### src/rtl/add_sub_serial_nbits.sv
// Chunk-serial adder/subtractor: adds CHUNK bits per clock from LSB to MSB, carrying between chunks,
// with unsigned carry/borrow and signed overflow, behind valid/ready handshakes on both sides.
module add_sub_serial_nbits #(
    parameter int WIDTH = 8,
    parameter int CHUNK = 2
) (
    input  logic             clk_i,
    input  logic             rst_ni,
    input  logic             in_valid_i,
    output logic             in_ready_o,
    input  logic [WIDTH-1:0] a_i,
    input  logic [WIDTH-1:0] b_i,
    input  logic             sub_i,
    output logic [WIDTH:0]   s_o,
    output logic             ovf_o,
    output logic             out_valid_o,
    input  logic             out_ready_i
);

    localparam int N     = WIDTH / CHUNK;
    localparam int IDX_W = (N > 1) ? $clog2(N) : 1;
    localparam logic [IDX_W-1:0] LAST_IDX = IDX_W'(N - 1);

    typedef enum logic [1:0] {
        IDLE,
        CALC,
        DONE
    } state_t;

    state_t             state_q;
    logic [WIDTH-1:0]   a_q;
    logic [WIDTH-1:0]   b_q;
    logic [WIDTH-1:0]   res_q;
    logic               carry_q;
    logic               sub_q;
    logic [IDX_W-1:0]   idx_q;

    logic [CHUNK:0]     chunk_sum;
    logic [WIDTH-1:0]   res_next;
    logic               last_chunk;

    always_comb begin
        chunk_sum  = {1'b0, a_q[int'(idx_q)*CHUNK +: CHUNK]}
                   + {1'b0, b_q[int'(idx_q)*CHUNK +: CHUNK]}
                   + (CHUNK+1)'(carry_q);
        res_next   = res_q;
        res_next[int'(idx_q)*CHUNK +: CHUNK] = chunk_sum[CHUNK-1:0];
        last_chunk = (idx_q == LAST_IDX);
    end

    // NOTE: all state below uses non-blocking assignments so every register samples pre-edge values.
    always_ff @(posedge clk_i or negedge rst_ni) begin
        if (!rst_ni) begin
            state_q     <= IDLE;
            a_q         <= '0;
            b_q         <= '0;
            res_q       <= '0;
            carry_q     <= 1'b0;
            sub_q       <= 1'b0;
            idx_q       <= '0;
            in_ready_o  <= 1'b1;
            out_valid_o <= 1'b0;
            s_o         <= '0;
            ovf_o       <= 1'b0;
        end else begin
            case (state_q)
                IDLE: begin
                    if (in_valid_i) begin
                        // Subtraction is A + ~B + 1: the +1 enters as the initial carry.
                        a_q        <= a_i;
                        b_q        <= sub_i ? ~b_i : b_i;
                        carry_q    <= sub_i;
                        sub_q      <= sub_i;
                        idx_q      <= '0;
                        res_q      <= '0;
                        in_ready_o <= 1'b0;
                        state_q    <= CALC;
                    end
                end
                CALC: begin
                    res_q   <= res_next;
                    carry_q <= chunk_sum[CHUNK];
                    idx_q   <= idx_q + 1'b1;
                    if (last_chunk) begin
                        // Carry out of an A + ~B + 1 sum is the inverse of the borrow.
                        s_o         <= {chunk_sum[CHUNK] ^ sub_q, res_next};
                        ovf_o       <= (a_q[WIDTH-1] == b_q[WIDTH-1]) &&
                                       (res_next[WIDTH-1] != a_q[WIDTH-1]);
                        out_valid_o <= 1'b1;
                        state_q     <= DONE;
                    end
                end
                DONE: begin
                    if (out_ready_i) begin
                        out_valid_o <= 1'b0;
                        in_ready_o  <= 1'b1;
                        state_q     <= IDLE;
                    end
                end
                default: begin
                    state_q     <= IDLE;
                    in_ready_o  <= 1'b1;
                    out_valid_o <= 1'b0;
                end
            endcase
        end
    end

endmodule

### config.mk
export PLATFORM = sky130hd
export DESIGN_NAME = add_sub_serial_nbits
export DESIGN_NICKNAME = d
export VERILOG_FILES = /design/src/rtl/add_sub_serial_nbits.sv
export SDC_FILE = /design/constraint.sdc
export NUM_CORES = 1
export LEC_CHECK = 0
export CAP_MARGIN = 20
export CORE_MARGIN = 2
export CORE_UTILIZATION = 48
export DETAILED_ROUTE_END_ITERATION = 12
export PLACE_DENSITY = 0.75
export SETUP_SLACK_MARGIN = 0.15
export SYNTH_ARGS = -nofsm -noshare
export SYNTH_HDL_FRONTEND = slang
export SYNTH_SLANG_ARGS = --single-unit
### constraint.sdc
create_clock -name clk_i -period 2.8 [get_ports clk_i]
set_input_delay 0.42 -clock clk_i [delete_from_list [all_inputs] [get_ports clk_i]]
set_output_delay 0.42 -clock clk_i [all_outputs]
set_load 0.01 [all_outputs]
# == Yosys cells after proc, flatten, opt, wreduce, memory -nomap -nowiden ==
# Cells that the tools add are included.
# op_classes
addsub,4
n_eq_ne,8
shifts,4
muxes,18
bitwise,4
n_reduce_logical,9
# op_table
cell,count
$neg A3 Y33,1
$shift A2 B33 Y8 const A,1
$shiftx A2 B33 Y8,1
$mux W8,2
$pmux W8 S2,1
$shiftx A8 B4 Y2,2
$reduce_and A3 Y1,3
$bwmux W8,1
$mux W2,4
$not A8 Y8,1
$ne A2 B2 Y1 const B,3
$pmux W1 S3,2
$pmux W2 S3,1
$reduce_and A2 Y1,3
$mux W1,5
$eq A2 B2 Y1 const B,2
$pmux W2 S2,1
$add A2 B2 Y3,1
$add A3 B1 Y3,1
$add A2 B1 Y2 const B,1
$eq A2 B1 Y1 const B,1
$logic_not A2 Y1,1
$not A1 Y1,2
$pmux W1 S2,1
other kinds (5),5
# totals
ff_bits,42
input_bits,21
output_inout_bits,12
wordCells,58

# == Logic depth before layout (Yosys ltp) ==
# Gate-level depths: netlist of the first run.
# depth
word_depth,7
ltp_mapped,8
mapped_depth_nobuf,7

# == Least setup slack after synthesis of the first run ==
# Ideal clock, no wire load.
# synth_path
path_kind,reg-to-reg
from,register idx_q[0]
to,register ovf_o
setup_ns,0.126
arrival_time_ns,2.779
slack_ns,-0.105
path_stages_with_launch,9
cell_sequence,dfrtp_1 buf_2 mux4_2 fa_1 inv_1 fa_1 nor4b_1 a2111o_1 nand3_1
# synth_between
elab_chain_cells,7
elab_cells_between_ends,12
classes_between,add/sub: 3; eq/ne: 2; shift: 4; mux: 1; reduce/logical: 2
# synth_lines
item,line_no,source
start: declaration,36,logic [IDX_W-1:0] idx_q;
start signal: assignment,83,idx_q <= idx_q + 1'b1;
"$shiftx A8 B4 Y2, on equally long branches","43, 44",
$add A2 B2 Y3,44,"+ {1'b0, b_q[int'(idx_q)*CHUNK +: CHUNK]}"
$add A3 B1 Y3,45,+ (CHUNK+1)'(carry_q);
$shiftx A2 B33 Y8,47,res_next[int'(idx_q)*CHUNK +: CHUNK] = chunk_sum[CHUNK-1:0];
$bwmux W8,47,
$ne A1 B1 Y1,88,(res_next[WIDTH-1] != a_q[WIDTH-1]);
$logic_and A1 B1 Y1,87,ovf_o <= (a_q[WIDTH-1] == b_q[WIDTH-1]) &&
end signal: assignment,87,
end: declaration,15,"output logic ovf_o,"
# Parallel ways exist; a longest one is shown, timed or not.
# A chain may end at the register's enable or synchronous reset.

# == Worst setup path in the final report of the first run ==
# Ends and elaborated chain as after synthesis.

==> metrics.txt, run 1 <==
# TYPE chip_impl_metric gauge
chip_impl_metric{name="grt_antenna_before_repair",unit=""} 0
chip_impl_metric{name="area_delta_synth_final",unit="%"} 21.83
chip_impl_metric{name="p_int",unit="mW"} 1.853
chip_impl_metric{name="power_per_cell_area",unit="mW/mm^2"} 1172
chip_impl_metric{name="clock_sink_count",unit=""} 42
chip_impl_metric{name="avgSynthCellArea",unit="sq um"} 10.43
chip_impl_metric{name="postSynthRegisterBits",unit=""} 42
chip_impl_metric{name="power_leakage",unit="nW"} 1.136
chip_impl_info{name="run_status",value="finished clean"} 1
chip_impl_metric{name="route.final.wire_length",unit="mm"} 3.968
chip_impl_metric{name="worst_ep_required_time",unit="ns"} 2.98
chip_impl_metric{name="post_synth_and_or_nand_nor_area_fraction",unit="%"} 18.80
chip_impl_metric{name="insertion_delay",unit="ns"} 0.30
chip_impl_metric{name="synthesis.nets",unit=""} 235
chip_impl_metric{name="dieWidth",unit="um"} 70.92
chip_impl_metric{name="die_area",unit="sq mm"} 0.005030
chip_impl_metric{name="slew_headroom",unit="%"} 40.51
chip_impl_info{name="post_synth_main_area_contributors",value="sky130_fd_sc_hd__dfrtp_1, sky130_fd_sc_hd__nand2_1, sky130_fd_sc_hd__mux4_2"} 1
chip_impl_metric{name="vias_per_cell",unit=""} 5.277
chip_impl_metric{name="clock_power_share",unit="%"} 16.0
chip_impl_metric{name="wl_met3",unit="um"} 166
chip_impl_metric{name="placed_cells_incl_taps",unit=""} 282
chip_impl_metric{name="global_route.usage.total",unit="%"} 17.45
chip_impl_metric{name="swShare",unit="%"} 39.61
chip_impl_metric{name="synth.area.mux_share",unit="%"} 5.122
chip_impl_metric{name="grt_pass1_vias",unit=""} 1508
chip_impl_metric{name="finalNetCount",unit=""} 268
chip_impl_metric{name="post_route_non_filler_standard_cell_count",unit=""} 292
chip_impl_metric{name="initial_core_util",unit="%"} 49.71
chip_impl_info{name="dominant_combinational_cell_family_by_area_after_synthesis",value="simple AND/OR/NAND/NOR gates"} 1
chip_impl_metric{name="avgRoutedWirePerCell",unit="um"} 13.59
chip_impl_metric{name="num_vias",unit=""} 1541
chip_impl_metric{name="max_vdd_drop",unit="V"} 0.0005544
chip_impl_metric{name="dp_hpwl",unit="mm"} 2.742
chip_impl_metric{name="timing_worst_slew_pin_value",unit="ns"} 0.8924
chip_impl_metric{name="final_layout_size_suffix_gt1_share",unit="%"} 15.42
chip_impl_metric{name="final-max-slew-violation-count",unit=""} 0
chip_impl_metric{name="drt_iter0_drc",unit=""} 133
chip_impl_metric{name="synth_cells",unit=""} 206
chip_impl_metric{name="port_buffers",unit=""} 32
chip_impl_metric{name="ant_nets",unit=""} 0
chip_impl_metric{name="maxCapViolations",unit=""} 0
chip_impl_metric{name="fin_crit",unit="ns"} 2.587
chip_impl_metric{name="timing.hold.ws",unit="ns"} 0.2409
chip_impl_metric{name="n_antenna_cell",unit=""} 0
chip_impl_metric{name="report.final.hold_viol_count",unit=""} 0
chip_impl_info{name="mostFrequentLayoutCells",value="sky130_fd_sc_hd__nand2_1, sky130_fd_sc_hd__dfrtp_1, sky130_fd_sc_hd__clkdlybuf4s50_1"} 1
chip_impl_info{name="timing.hold.worst.class",value="in -> async"} 1
chip_impl_metric{name="synth.cell_area",unit="sq mm"} 0.002150
chip_impl_info{name="startpoint_type",value="flop"} 1
chip_impl_metric{name="grt_pass1_wl",unit="mm"} 6.927
chip_impl_metric{name="setup_total_negative_slack",unit="ns"} 0
chip_impl_metric{name="cts_htree_levels",unit=""} 2
chip_impl_metric{name="switchingPower",unit="mW"} 1.215
chip_impl_metric{name="utilization_after_layout",unit="%"} 60.56
chip_impl_info{name="critical_path_class",value="reg -> reg"} 1
chip_impl_metric{name="synth-xor-area-share",unit="%"} 3.667
chip_impl_metric{name="largest_clock_skew_in_the_final_design",unit="ns"} 0.01138
chip_impl_info{name="timing.critical_path.to_type",value="flop"} 1
chip_impl_metric{name="grt-ovfl-total",unit=""} 0
chip_impl_metric{name="clkSlewWorstSetupHoldPaths",unit="ns"} 0.08
chip_impl_info{name="layout_commonest_cell",value="sky130_fd_sc_hd__nand2_1"} 1
chip_impl_metric{name="ys_seq_area_share",unit="%"} 48.95
chip_impl_info{name="tritoncts",value="done"} 1
chip_impl_metric{name="cts.hold.buffers_added",unit=""} 0
chip_impl_metric{name="cts_buffers",unit=""} 5
chip_impl_metric{name="post_synth_num_cell_types",unit=""} 36
chip_impl_metric{name="clock_path_buffers",unit=""} 2
chip_impl_metric{name="met1_length",unit="mm"} 1.826
chip_impl_info{name="cts.root.buffer_cell",value="sky130_fd_sc_hd__clkbuf_8"} 1
chip_impl_metric{name="area_fraction_of_the_dominant_cell_type_after_synthesis",unit="%"} 47.73
chip_impl_metric{name="setup-violations-final",unit=""} 0
chip_impl_metric{name="post_synth_fa_ha_maj_area_fraction",unit="%"} 5.355
chip_impl_metric{name="place.gp.congestion",unit=""} 0.7957
chip_impl_metric{name="comb_power_share",unit="%"} 48.5
chip_impl_info{name="grt_setup_unrepaired",value="yes"} 1
chip_impl_info{name="synth_area_leader_cell",value="sky130_fd_sc_hd__dfrtp_1"} 1
chip_impl_metric{name="die_height",unit="um"} 70.92
chip_impl_metric{name="drc",unit=""} 0
chip_impl_metric{name="wl_met2",unit="mm"} 1.922
chip_impl_metric{name="first_pass_drt_iterations",unit=""} 4
chip_impl_info{name="highest-signal-layer",value="met4"} 1
chip_impl_metric{name="yosys_warnings",unit=""} 0
chip_impl_metric{name="top_level_ports",unit=""} 33
chip_impl_metric{name="final_worst_path_cycle_share",unit="%"} 92.38
chip_impl_metric{name="max_freq",unit="MHz"} 386.6
chip_impl_metric{name="rows",unit=""} 24
chip_impl_metric{name="endpoint_arrival_time_on_the_critical_path",unit="ns"} 2.77
chip_impl_metric{name="grt_start_max_net_pins",unit=""} 43
chip_impl_metric{name="timing.critical_path.fanout_max",unit=""} 4
chip_impl_metric{name="synth-compound-area-share",unit="%"} 12.69
chip_impl_metric{name="seq_power_share",unit="%"} 35.5
chip_impl_metric{name="fp.coreArea",unit="sq mm"} 0.004324
-- per-stage QoR --
stage,power (mW),instance area (sq um),setup WS [ns]
2_1_floorplan,2.105,2160,0.1530
3_3_place_gp,2.433,2470,0.2578
3_5_place_dp,2.482,2470,0.1858
4_1_cts,2.981,2586,0.1486
5_1_grt,3.315,2619,0.1161
6_report,3.068,2619,0.2133
-- state kept, by name, indices dropped and copies added, names as in the netlist --
signal / flops
s_o: 9
in_ready_o: 1
state_q: 2
idx_q: 2
a_q: 8
res_q: 8
b_q: 8
sub_q: 1
carry_q: 1
ovf_o: 1
out_valid_o: 1
-- cell type report --
class	count	area (sq um)
clock buffer	7	86.33
clock inverter	1	30.03
fill	413	1705
inverter	7	26.28
multi-input combinational	146	1005
sequential	42	1054
tap	52	65.06
timing repair buffer	37	352.8
-- critical path: stages (launching register included) --
cell                       delay, ns
sky130_fd_sc_hd__dfrtp_2        0.42
sky130_fd_sc_hd__mux4_2         0.53
sky130_fd_sc_hd__fa_2           0.37
sky130_fd_sc_hd__inv_2          0.07
sky130_fd_sc_hd__fa_2           0.48
sky130_fd_sc_hd__nor4b_4        0.35
sky130_fd_sc_hd__a2111o_1       0.19
sky130_fd_sc_hd__nand3_1        0.06
-- cell usage after synthesis, drive strengths merged --
cell type,instances
or3b,1
nor2,5
o21ai,29
inv,7
xnor2,8
dfrtp,41
nand2,46
mux4,4
dfstp,1
ha,6
a2111o,1
fa,2
nor3b,1
a31oi,2
nand2b,1
nand3b,1
o22a,1
nor2b,9
nor4b,3
a41oi,4
xor2,1
o211ai,1
a21oi,3
mux2i,2
and3b,1
o31ai,1
clkbuf,3
nand4,1
nand3,12
buf,8
-- kinds of logic (layout without fill, tap and decap cells) --
| logic type | after synthesis | in the layout |
|---|---|---|
| buffers and inverters | 18 | 52 |
| adders and majority gates | 8 | 8 |
| DFF | 42 | 42 |
| xor gates and xnor gates | 9 | 9 |
| AOI/OAI and AO/OA | 42 | 42 |
| and+or+nand+nor | 81 | 81 |
| muxes | 6 | 6 |
-- layer usage --
metal / vias to the layer above / global-route usage [%]
li1: 774 / -
met1: 719 / 23.61
met2: 41 / 28.25
met3: 7 / 3.846
met4: 0 / 5.660
met5: - / 0
-- what timing repair did --
| action | CTS | global route |
|---|---|---|
| setup endpoints to repair | 1 | 7 |
| buffers inserted | 0 | 2 |
| pin swaps | 0 | 3 |
| gates resized for setup | 0 | 6 |
-- worst paths after layout --
check                           startpoint       end  slack (ns)  cells after the start
worst max-delay path              idx_q[0]     ovf_o        0.21                      7
worst min register to register      s_o[2]    s_o[2]        0.48                      2
min in group clk_i                  s_o[2]    s_o[2]        0.48                      2
worst max register to register    idx_q[0]     ovf_o        0.21                      7
max in group asynchronous           rst_ni  idx_q[0]        1.95                      1
worst min-delay path                rst_ni    b_q[4]        0.24                      1
-- power by group through the flow --
stage | combinational, mW | sequential (mW) | clock [mW]
finish | 1.49 | 1.09 | 0.491
global route | 1.66 | 1.13 | 0.530
CTS | 1.38 | 1.10 | 0.503
detailed placement | 1.38 | 1.10 | 0
global placement | 1.34 | 1.09 | 0
floorplan | 1.04 | 1.07 | 0
Power figures use the tool's default switching activity.
==> run 2, diff against run 1 <==
==> constraint.sdc (replaced) <==
create_clock -name clk_i -period 2.35 [get_ports clk_i]
set_input_delay 0.3525 -clock clk_i [delete_from_list [all_inputs] [get_ports clk_i]]
set_output_delay 0.3525 -clock clk_i [all_outputs]
set_load 0.01 [all_outputs]
==> run 2 against run 1 <==
The run now ends with setup timing left. Utilization rose by 1.3 points. Global-route usage up 0.50 points. Setup slack worse by 0.36 ns. Sequential cell count did not move. Die area did not move. Cell count grew 2.1%. Clock skew decreased by 0.0037 ns. Clock power fell by 1%. Hold slack got worse by 0.20 ns. Sequential share of layout area decreased by 0.85 points.
==> metrics.txt, run 2 (synthesis gave the netlist of run 1 again) <==
# TYPE chip_impl_metric gauge
chip_impl_info{name="run_status",value="complete, but fails checks"} 1
chip_impl_info{name="failed_checks",value="setup timing"} 1
chip_impl_metric{name="worst_ep_required_time",unit="ns"} 2.54
chip_impl_metric{name="max_freq",unit="MHz"} 400.8
chip_impl_metric{name="postLayoutSetupSlackWorst",unit="ns"} -0.1452
chip_impl_metric{name="place_ws",unit="ns"} -0.1648
chip_impl_info{name="tritoncts",value="done"} 1
chip_impl_metric{name="critical_path.max_stage_delay",unit="ns"} 0.52
chip_impl_info{name="timing.critical_path.max_delay_family",value="adder cells"} 1
chip_impl_metric{name="die_area",unit="sq mm"} 0.005030
chip_impl_metric{name="endpoint_arrival_time_on_the_critical_path",unit="ns"} 2.68
chip_impl_metric{name="grt_pass1_vias",unit=""} 1562
chip_impl_metric{name="clkSlewWorstSetupHoldPaths",unit="ns"} 0.08
chip_impl_metric{name="power_per_cell_area",unit="mW/mm^2"} 1420
chip_impl_metric{name="grt_pass1_wl",unit="mm"} 7.113
chip_impl_info{name="timing.critical_path.to_type",value="flop"} 1
chip_impl_metric{name="dp_hpwl",unit="mm"} 2.742
chip_impl_metric{name="comb_power_share",unit="%"} 53.6
chip_impl_info{name="path_common_cell",value="sky130_fd_sc_hd__fa_2"} 1
chip_impl_metric{name="clock_power_share",unit="%"} 12.8
chip_impl_metric{name="largest_clock_skew_in_the_final_design",unit="ns"} 0.007645
chip_impl_metric{name="grt_antenna_before_repair",unit=""} 0
chip_impl_metric{name="reg2regPathDepth",unit=""} 7
chip_impl_metric{name="cts_htree_levels",unit=""} 2
chip_impl_metric{name="die_height",unit="um"} 70.92
chip_impl_metric{name="switchingPower",unit="mW"} 1.567
chip_impl_metric{name="vias_per_cell",unit=""} 5.329
chip_impl_metric{name="insertion_delay",unit="ns"} 0.30
chip_impl_metric{name="timing.critical_path.buf_inv",unit=""} 1
chip_impl_metric{name="first_pass_drt_iterations",unit=""} 4
chip_impl_metric{name="report.final.hold_viol_count",unit=""} 0
chip_impl_metric{name="final_worst_path_cycle_share",unit="%"} 106.2
chip_impl_metric{name="setup-violations-final",unit=""} 9
chip_impl_metric{name="drc",unit=""} 0
chip_impl_metric{name="slew_headroom",unit="%"} 41.33
chip_impl_info{name="layout_commonest_cell",value="sky130_fd_sc_hd__nand2_1"} 1
chip_impl_metric{name="global_route.usage.total",unit="%"} 17.95
chip_impl_metric{name="final-max-slew-violation-count",unit=""} 0
chip_impl_metric{name="report.power.total",unit="mW"} 3.799
chip_impl_metric{name="timing_worst_slew_pin_value",unit="ns"} 0.8800
chip_impl_metric{name="power_leakage",unit="nW"} 1.160
chip_impl_metric{name="finalNetCount",unit=""} 274
chip_impl_info{name="cts.root.buffer_cell",value="sky130_fd_sc_hd__clkbuf_8"} 1
chip_impl_metric{name="final_layout_size_suffix_gt1_share",unit="%"} 19.51
chip_impl_info{name="grt_setup_unrepaired",value="yes"} 1
chip_impl_metric{name="dieWidth",unit="um"} 70.92
chip_impl_metric{name="drt_iter0_drc",unit=""} 167
chip_impl_metric{name="fin_crit",unit="ns"} 2.495
chip_impl_info{name="crit_slowest_cell",value="sky130_fd_sc_hd__mux4_2"} 1
chip_impl_metric{name="place.gp.congestion",unit=""} 0.7991
chip_impl_metric{name="cts_buffers",unit=""} 5
chip_impl_metric{name="num-fill-cells",unit=""} 385
chip_impl_metric{name="top_level_ports",unit=""} 33
chip_impl_metric{name="ant_nets",unit=""} 0
chip_impl_metric{name="maxCapViolations",unit=""} 0
chip_impl_metric{name="largest_register_ffs",unit=""} 9
chip_impl_metric{name="max_vdd_drop",unit="V"} 0.0006195
chip_impl_metric{name="p_int",unit="mW"} 2.231
chip_impl_info{name="worst_r2r_endpoint",value="ovf_o"} 1
chip_impl_metric{name="grt-ovfl-total",unit=""} 0
chip_impl_info{name="max_flop_register",value="s_o"} 1
chip_impl_info{name="rr_startpoint",value="idx_q[0]"} 1
chip_impl_metric{name="initial_core_util",unit="%"} 49.71
chip_impl_metric{name="n_antenna_cell",unit=""} 0
chip_impl_metric{name="route.final.wire_length",unit="mm"} 4.105
chip_impl_metric{name="post_route_non_filler_standard_cell_count",unit=""} 298
chip_impl_info{name="timing.hold.worst.class",value="in -> async"} 1
chip_impl_metric{name="timing.critical_path.fanout_max",unit=""} 3
chip_impl_metric{name="swShare",unit="%"} 41.26
chip_impl_metric{name="timing.hold.ws",unit="ns"} 0.03806
chip_impl_info{name="startpoint_type",value="flop"} 1
chip_impl_metric{name="fp.coreArea",unit="sq mm"} 0.004324
chip_impl_metric{name="num_vias",unit=""} 1588
chip_impl_metric{name="clock_path_buffers",unit=""} 2
chip_impl_info{name="path_cells",value="mux4_2 -> fa_2 -> inv_2 -> fa_2 -> nor4b_4 -> a2111o_1 -> nand3_1"} 1
chip_impl_info{name="critical_path_class",value="reg -> reg"} 1
chip_impl_metric{name="r2r_slack",unit="ns"} -0.15
chip_impl_metric{name="seq_power_share",unit="%"} 33.7
chip_impl_metric{name="area_delta_synth_final",unit="%"} 24.45
chip_impl_info{name="mostFrequentLayoutCells",value="sky130_fd_sc_hd__nand2_1, sky130_fd_sc_hd__dfrtp_1, sky130_fd_sc_hd__clkdlybuf4s50_1"} 1
chip_impl_metric{name="port_buffers",unit=""} 32
chip_impl_metric{name="placed_cells_incl_taps",unit=""} 288
chip_impl_metric{name="avgRoutedWirePerCell",unit="um"} 13.78
chip_impl_metric{name="grt_start_max_net_pins",unit=""} 38
chip_impl_metric{name="clock_sink_count",unit=""} 42
chip_impl_metric{name="rows",unit=""} 24
chip_impl_metric{name="setup_total_negative_slack",unit="ns"} -0.8984
-- run 2: worst max path at each step --
stage / slack [ns] / startpoint / endpoint / cells after the start
after global routing: -0.24 / idx_q[0] / ovf_o / 7
after floorplan: -0.25 / idx_q[0] / ovf_o / 8
after global placement: -0.12 / idx_q[0] / ovf_o / 7
after detailed placement: -0.16 / idx_q[0] / ovf_o / 7
after CTS: -0.14 / idx_q[0] / ovf_o / 7
final: -0.15 / idx_q[0] / ovf_o / 7
-- run 2: routing by layer --
layer	track usage, %	vias up	wire length [um]
met5	0	-	0
met4	6.918	0	58
met3	4.986	7	184
met2	27.93	39	1994
met1	24.11	757	1867
li1	-	785	-
-- run 2: timing repair --
action | CTS | global route
endpoints found under the setup margin | 11 | 15
resized for setup | 7 | 7
pin swaps | 6 | 5
setup buffers | 2 | 0
endpoints found under the hold margin | 0 | 0
hold buffers | 0 | 0
gates cloned | 0 | 0
-- run 2: worst register-to-register path, delay by kind of cell (launching register included) --
family                     cells  cell delay [ns]
buffers and inverters          1             0.07
adders and majority gates      2             0.86
DFF                            1             0.40
muxes                          1             0.53
and+or+nand+nor                2             0.35
AOI/OAI and AO/OA              1             0.19
-- run 2: final cells by class --
class,count,area [sq um],area share (%)
clock buffer,6,82.58,3.087
clock inverter,2,12.51,0.4677
inverter,7,26.28,0.9822
multi-input combinational,146,1037,38.77
sequential,42,1054,39.38
tap,52,65.06,2.432
timing repair buffer,43,397.9,14.87
-- run 2: per-stage QoR --
stage | util (%) | cell area (sq um)
final | 61.86 | 2675
after global routing | 61.86 | 2675
after CTS | 61.46 | 2658
after detailed placement | 58.22 | 2517
after global placement | 58.22 | 2517
after floorplan | - | 2166
-- run 2: power groups by stage --
stage          registers (mW)  logic (mW)  clock network, mW
3_5_place_dp             1.29        1.71                  0
2_1_floorplan            1.27        1.26                  0
6_report                 1.28        2.03              0.486
4_1_cts                  1.27        1.95              0.500
3_3_place_gp             1.28        1.68                  0
5_1_grt                  1.32        2.24              0.532
==> run 3, diff against run 2 <==
--- a/config.mk
+++ b/config.mk
@@ -5,11 +5,9 @@
 export SDC_FILE = /design/constraint.sdc
 export NUM_CORES = 1
 export LEC_CHECK = 0
-export CAP_MARGIN = 20
 export CORE_MARGIN = 2
-export CORE_UTILIZATION = 48
+export CORE_UTILIZATION = 40
 export DETAILED_ROUTE_END_ITERATION = 12
-export PLACE_DENSITY = 0.75
 export SETUP_SLACK_MARGIN = 0.15
 export SYNTH_ARGS = -nofsm -noshare
 export SYNTH_HDL_FRONTEND = slang
==> run 3 against run 2 <==
The run still ends with setup timing left. Largest power group unchanged. Die area rose by 19%. Fmax grew 0.56%. Critical path depth did not move. Sequential cell count stayed put. Non-clock buffer count is 2 higher. Clock power is 6.2% lower. Critical path type unchanged. Clock skew up 0.0010 ns. Sequential power barely moved. Total power shrank 0.53%.
==> metrics.txt, run 3 (synthesis gave the netlist of run 1 again) <==
# TYPE chip_impl_metric gauge
chip_impl_info{name="tritoncts",value="done"} 1
chip_impl_info{name="failed_checks",value="setup timing"} 1
chip_impl_info{name="critical_path_class",value="reg -> reg"} 1
chip_impl_metric{name="reg2regPathDepth",unit=""} 7
chip_impl_metric{name="clkSlewWorstSetupHoldPaths",unit="ns"} 0.08
chip_impl_metric{name="placed_cell_area",unit="sq mm"} 0.002555
chip_impl_info{name="rr_startpoint",value="idx_q[0]"} 1
chip_impl_metric{name="use_met3",unit="%"} 3.647
chip_impl_metric{name="rows",unit=""} 26
chip_impl_metric{name="initial_core_util",unit="%"} 41.82
chip_impl_metric{name="final-max-slew-violation-count",unit=""} 0
chip_impl_info{name="run_status",value="complete, but fails checks"} 1
chip_impl_metric{name="grt-ovfl-total",unit=""} 0
chip_impl_metric{name="place_ws",unit="ns"} -0.1583
chip_impl_metric{name="timing.hold.ws",unit="ns"} 0.08308
chip_impl_metric{name="grt_start_max_net_pins",unit=""} 38
chip_impl_metric{name="fin_crit",unit="ns"} 2.481
chip_impl_metric{name="area_delta_synth_final",unit="%"} 25.55
chip_impl_metric{name="setup-violations-final",unit=""} 9
chip_impl_metric{name="setup_total_negative_slack",unit="ns"} -0.8509
chip_impl_info{name="timing.hold.worst.class",value="in -> async"} 1
chip_impl_metric{name="die_area",unit="sq mm"} 0.005976
chip_impl_metric{name="grt_antenna_before_repair",unit=""} 0
chip_impl_info{name="timing.critical_path.to_type",value="flop"} 1
chip_impl_info{name="worst_r2r_endpoint",value="res_q[1]"} 1
chip_impl_info{name="startpoint_type",value="flop"} 1
chip_impl_metric{name="r2r_slack",unit="ns"} -0.13
chip_impl_metric{name="largest_register_ffs",unit=""} 9
chip_impl_metric{name="avgRoutedWirePerCell",unit="um"} 12.93
chip_impl_metric{name="power_per_cell_area",unit="mW/mm^2"} 1400
chip_impl_metric{name="post_route_non_filler_standard_cell_count",unit=""} 318
chip_impl_info{name="max_flop_register",value="s_o"} 1
chip_impl_metric{name="n_antenna_cell",unit=""} 0
chip_impl_metric{name="first_pass_drt_iterations",unit=""} 4
chip_impl_metric{name="slew_headroom",unit="%"} 43.27
chip_impl_metric{name="global_route.usage.total",unit="%"} 15.89
chip_impl_metric{name="vias_per_cell",unit=""} 4.931
chip_impl_metric{name="cts_htree_levels",unit=""} 2
chip_impl_info{name="layout_commonest_cell",value="sky130_fd_sc_hd__nand2_1"} 1
chip_impl_metric{name="num_vias",unit=""} 1568
chip_impl_metric{name="clock_path_buffers",unit=""} 2
chip_impl_metric{name="grt_pass1_vias",unit=""} 1592
chip_impl_metric{name="grt_pass1_wl",unit="mm"} 7.431
chip_impl_metric{name="final_worst_path_cycle_share",unit="%"} 105.6
chip_impl_metric{name="timing_worst_slew_pin_value",unit="ns"} 0.8509
chip_impl_metric{name="dp_hpwl",unit="mm"} 2.874
chip_impl_metric{name="report.power.total",unit="mW"} 3.778
chip_impl_metric{name="dieWidth",unit="um"} 77.31
chip_impl_info{name="cts.root.buffer_cell",value="sky130_fd_sc_hd__clkbuf_8"} 1
chip_impl_metric{name="die_height",unit="um"} 77.31
chip_impl_metric{name="largest_clock_skew_in_the_final_design",unit="ns"} 0.008657
chip_impl_metric{name="timing.critical_path.fanout_max",unit=""} 3
chip_impl_metric{name="placed_cells_incl_taps",unit=""} 308
chip_impl_metric{name="max_freq",unit="MHz"} 403.0
chip_impl_info{name="mostFrequentLayoutCells",value="sky130_fd_sc_hd__nand2_1, sky130_fd_sc_hd__dfrtp_1, sky130_fd_sc_hd__clkdlybuf4s50_1"} 1
chip_impl_metric{name="report.final.hold_viol_count",unit=""} 0
chip_impl_metric{name="postLayoutSetupSlackWorst",unit="ns"} -0.1313
chip_impl_metric{name="port_buffers",unit=""} 32
chip_impl_metric{name="utilization_after_layout",unit="%"} 52.51
chip_impl_metric{name="endpoint_arrival_time_on_the_critical_path",unit="ns"} 2.70
chip_impl_metric{name="finalNetCount",unit=""} 276
chip_impl_metric{name="num-fill-cells",unit=""} 514
chip_impl_metric{name="top_level_ports",unit=""} 33
chip_impl_metric{name="drc",unit=""} 0
chip_impl_metric{name="cts_buffers",unit=""} 5
chip_impl_metric{name="place.gp.congestion",unit=""} 0.7605
chip_impl_metric{name="fp.coreArea",unit="sq mm"} 0.005140
chip_impl_metric{name="ant_nets",unit=""} 0
chip_impl_metric{name="clock_sink_count",unit=""} 42
chip_impl_metric{name="maxCapViolations",unit=""} 0
chip_impl_metric{name="max_vdd_drop",unit="V"} 0.0006128
chip_impl_metric{name="global_route.usage.met1",unit="%"} 20.70
chip_impl_metric{name="route.final.wire_length",unit="mm"} 4.113
chip_impl_metric{name="power_leakage",unit="nW"} 1.159
chip_impl_metric{name="final_layout_size_suffix_gt1_share",unit="%"} 18.55
chip_impl_info{name="gr-max-usage-layer",value="met2"} 1
chip_impl_info{name="grt_setup_unrepaired",value="yes"} 1
chip_impl_metric{name="drt_iter0_drc",unit=""} 82
chip_impl_metric{name="insertion_delay",unit="ns"} 0.30
chip_impl_metric{name="use_met2",unit="%"} 25.04
chip_impl_metric{name="worst_ep_required_time",unit="ns"} 2.57
chip_impl_metric{name="design_area",unit="sq mm"} 0.002699
## run 3: layer usage
metal | part of all wire (%) | wire, um | vias up
li1 | - | - | 783
met1 | 48 | 1969 | 736
met2 | 45 | 1842 | 37
met3 | 4.4 | 181 | 12
met4 | 2.9 | 120 | 0
met5 | 0 | 0 | -
## run 3: cell type report
class	instances	area, sq um	share of cell area, %
flip-flops and latches	42	1054	39.04
multi-input cells	146	1035	38.34
repair buffers	45	416.7	15.44
well taps	70	87.58	3.245
clock buffers	8	80.08	2.967
inverters	7	26.28	0.9736
## run 3: worst max-delay path by stage
| stage | start | to | cells past startpoint |
|---|---|---|---|
| 2_1_floorplan | idx_q[0] | ovf_o | 8 |
| 3_3_place_gp | idx_q[0] | ovf_o | 7 |
| 3_5_place_dp | idx_q[0] | ovf_o | 7 |
| 4_1_cts | idx_q[0] | s_o[7] | 7 |
| 5_1_grt | idx_q[0] | res_q[3] | 8 |
| 6_report | idx_q[0] | res_q[1] | 7 |
## run 3: repair_timing
| action | in CTS | in global routing |
|---|---|---|
| pin swaps | 1 | 3 |
| setup buffers | 2 | 0 |
| hold buffers | 0 | 0 |
| resized for setup | 7 | 4 |
| setup endpoints to repair | 11 | 15 |
## run 3: critical path, cell delays in order (launching register included)
cell and delay (ns):
sky130_fd_sc_hd__dfrtp_2 0.40, sky130_fd_sc_hd__mux4_2 0.52, sky130_fd_sc_hd__fa_2 0.37, sky130_fd_sc_hd__inv_2 0.06
sky130_fd_sc_hd__fa_2 0.48, sky130_fd_sc_hd__nor4b_1 0.28, sky130_fd_sc_hd__mux2i_1 0.14, sky130_fd_sc_hd__o21ai_0 0.15
## run 3: power by group
group	total, mW	internal (mW)	switching [mW]
clock	0.456	0.211	0.244
combinational	2.05	0.964	1.09
sequential	1.27	1.05	0.225
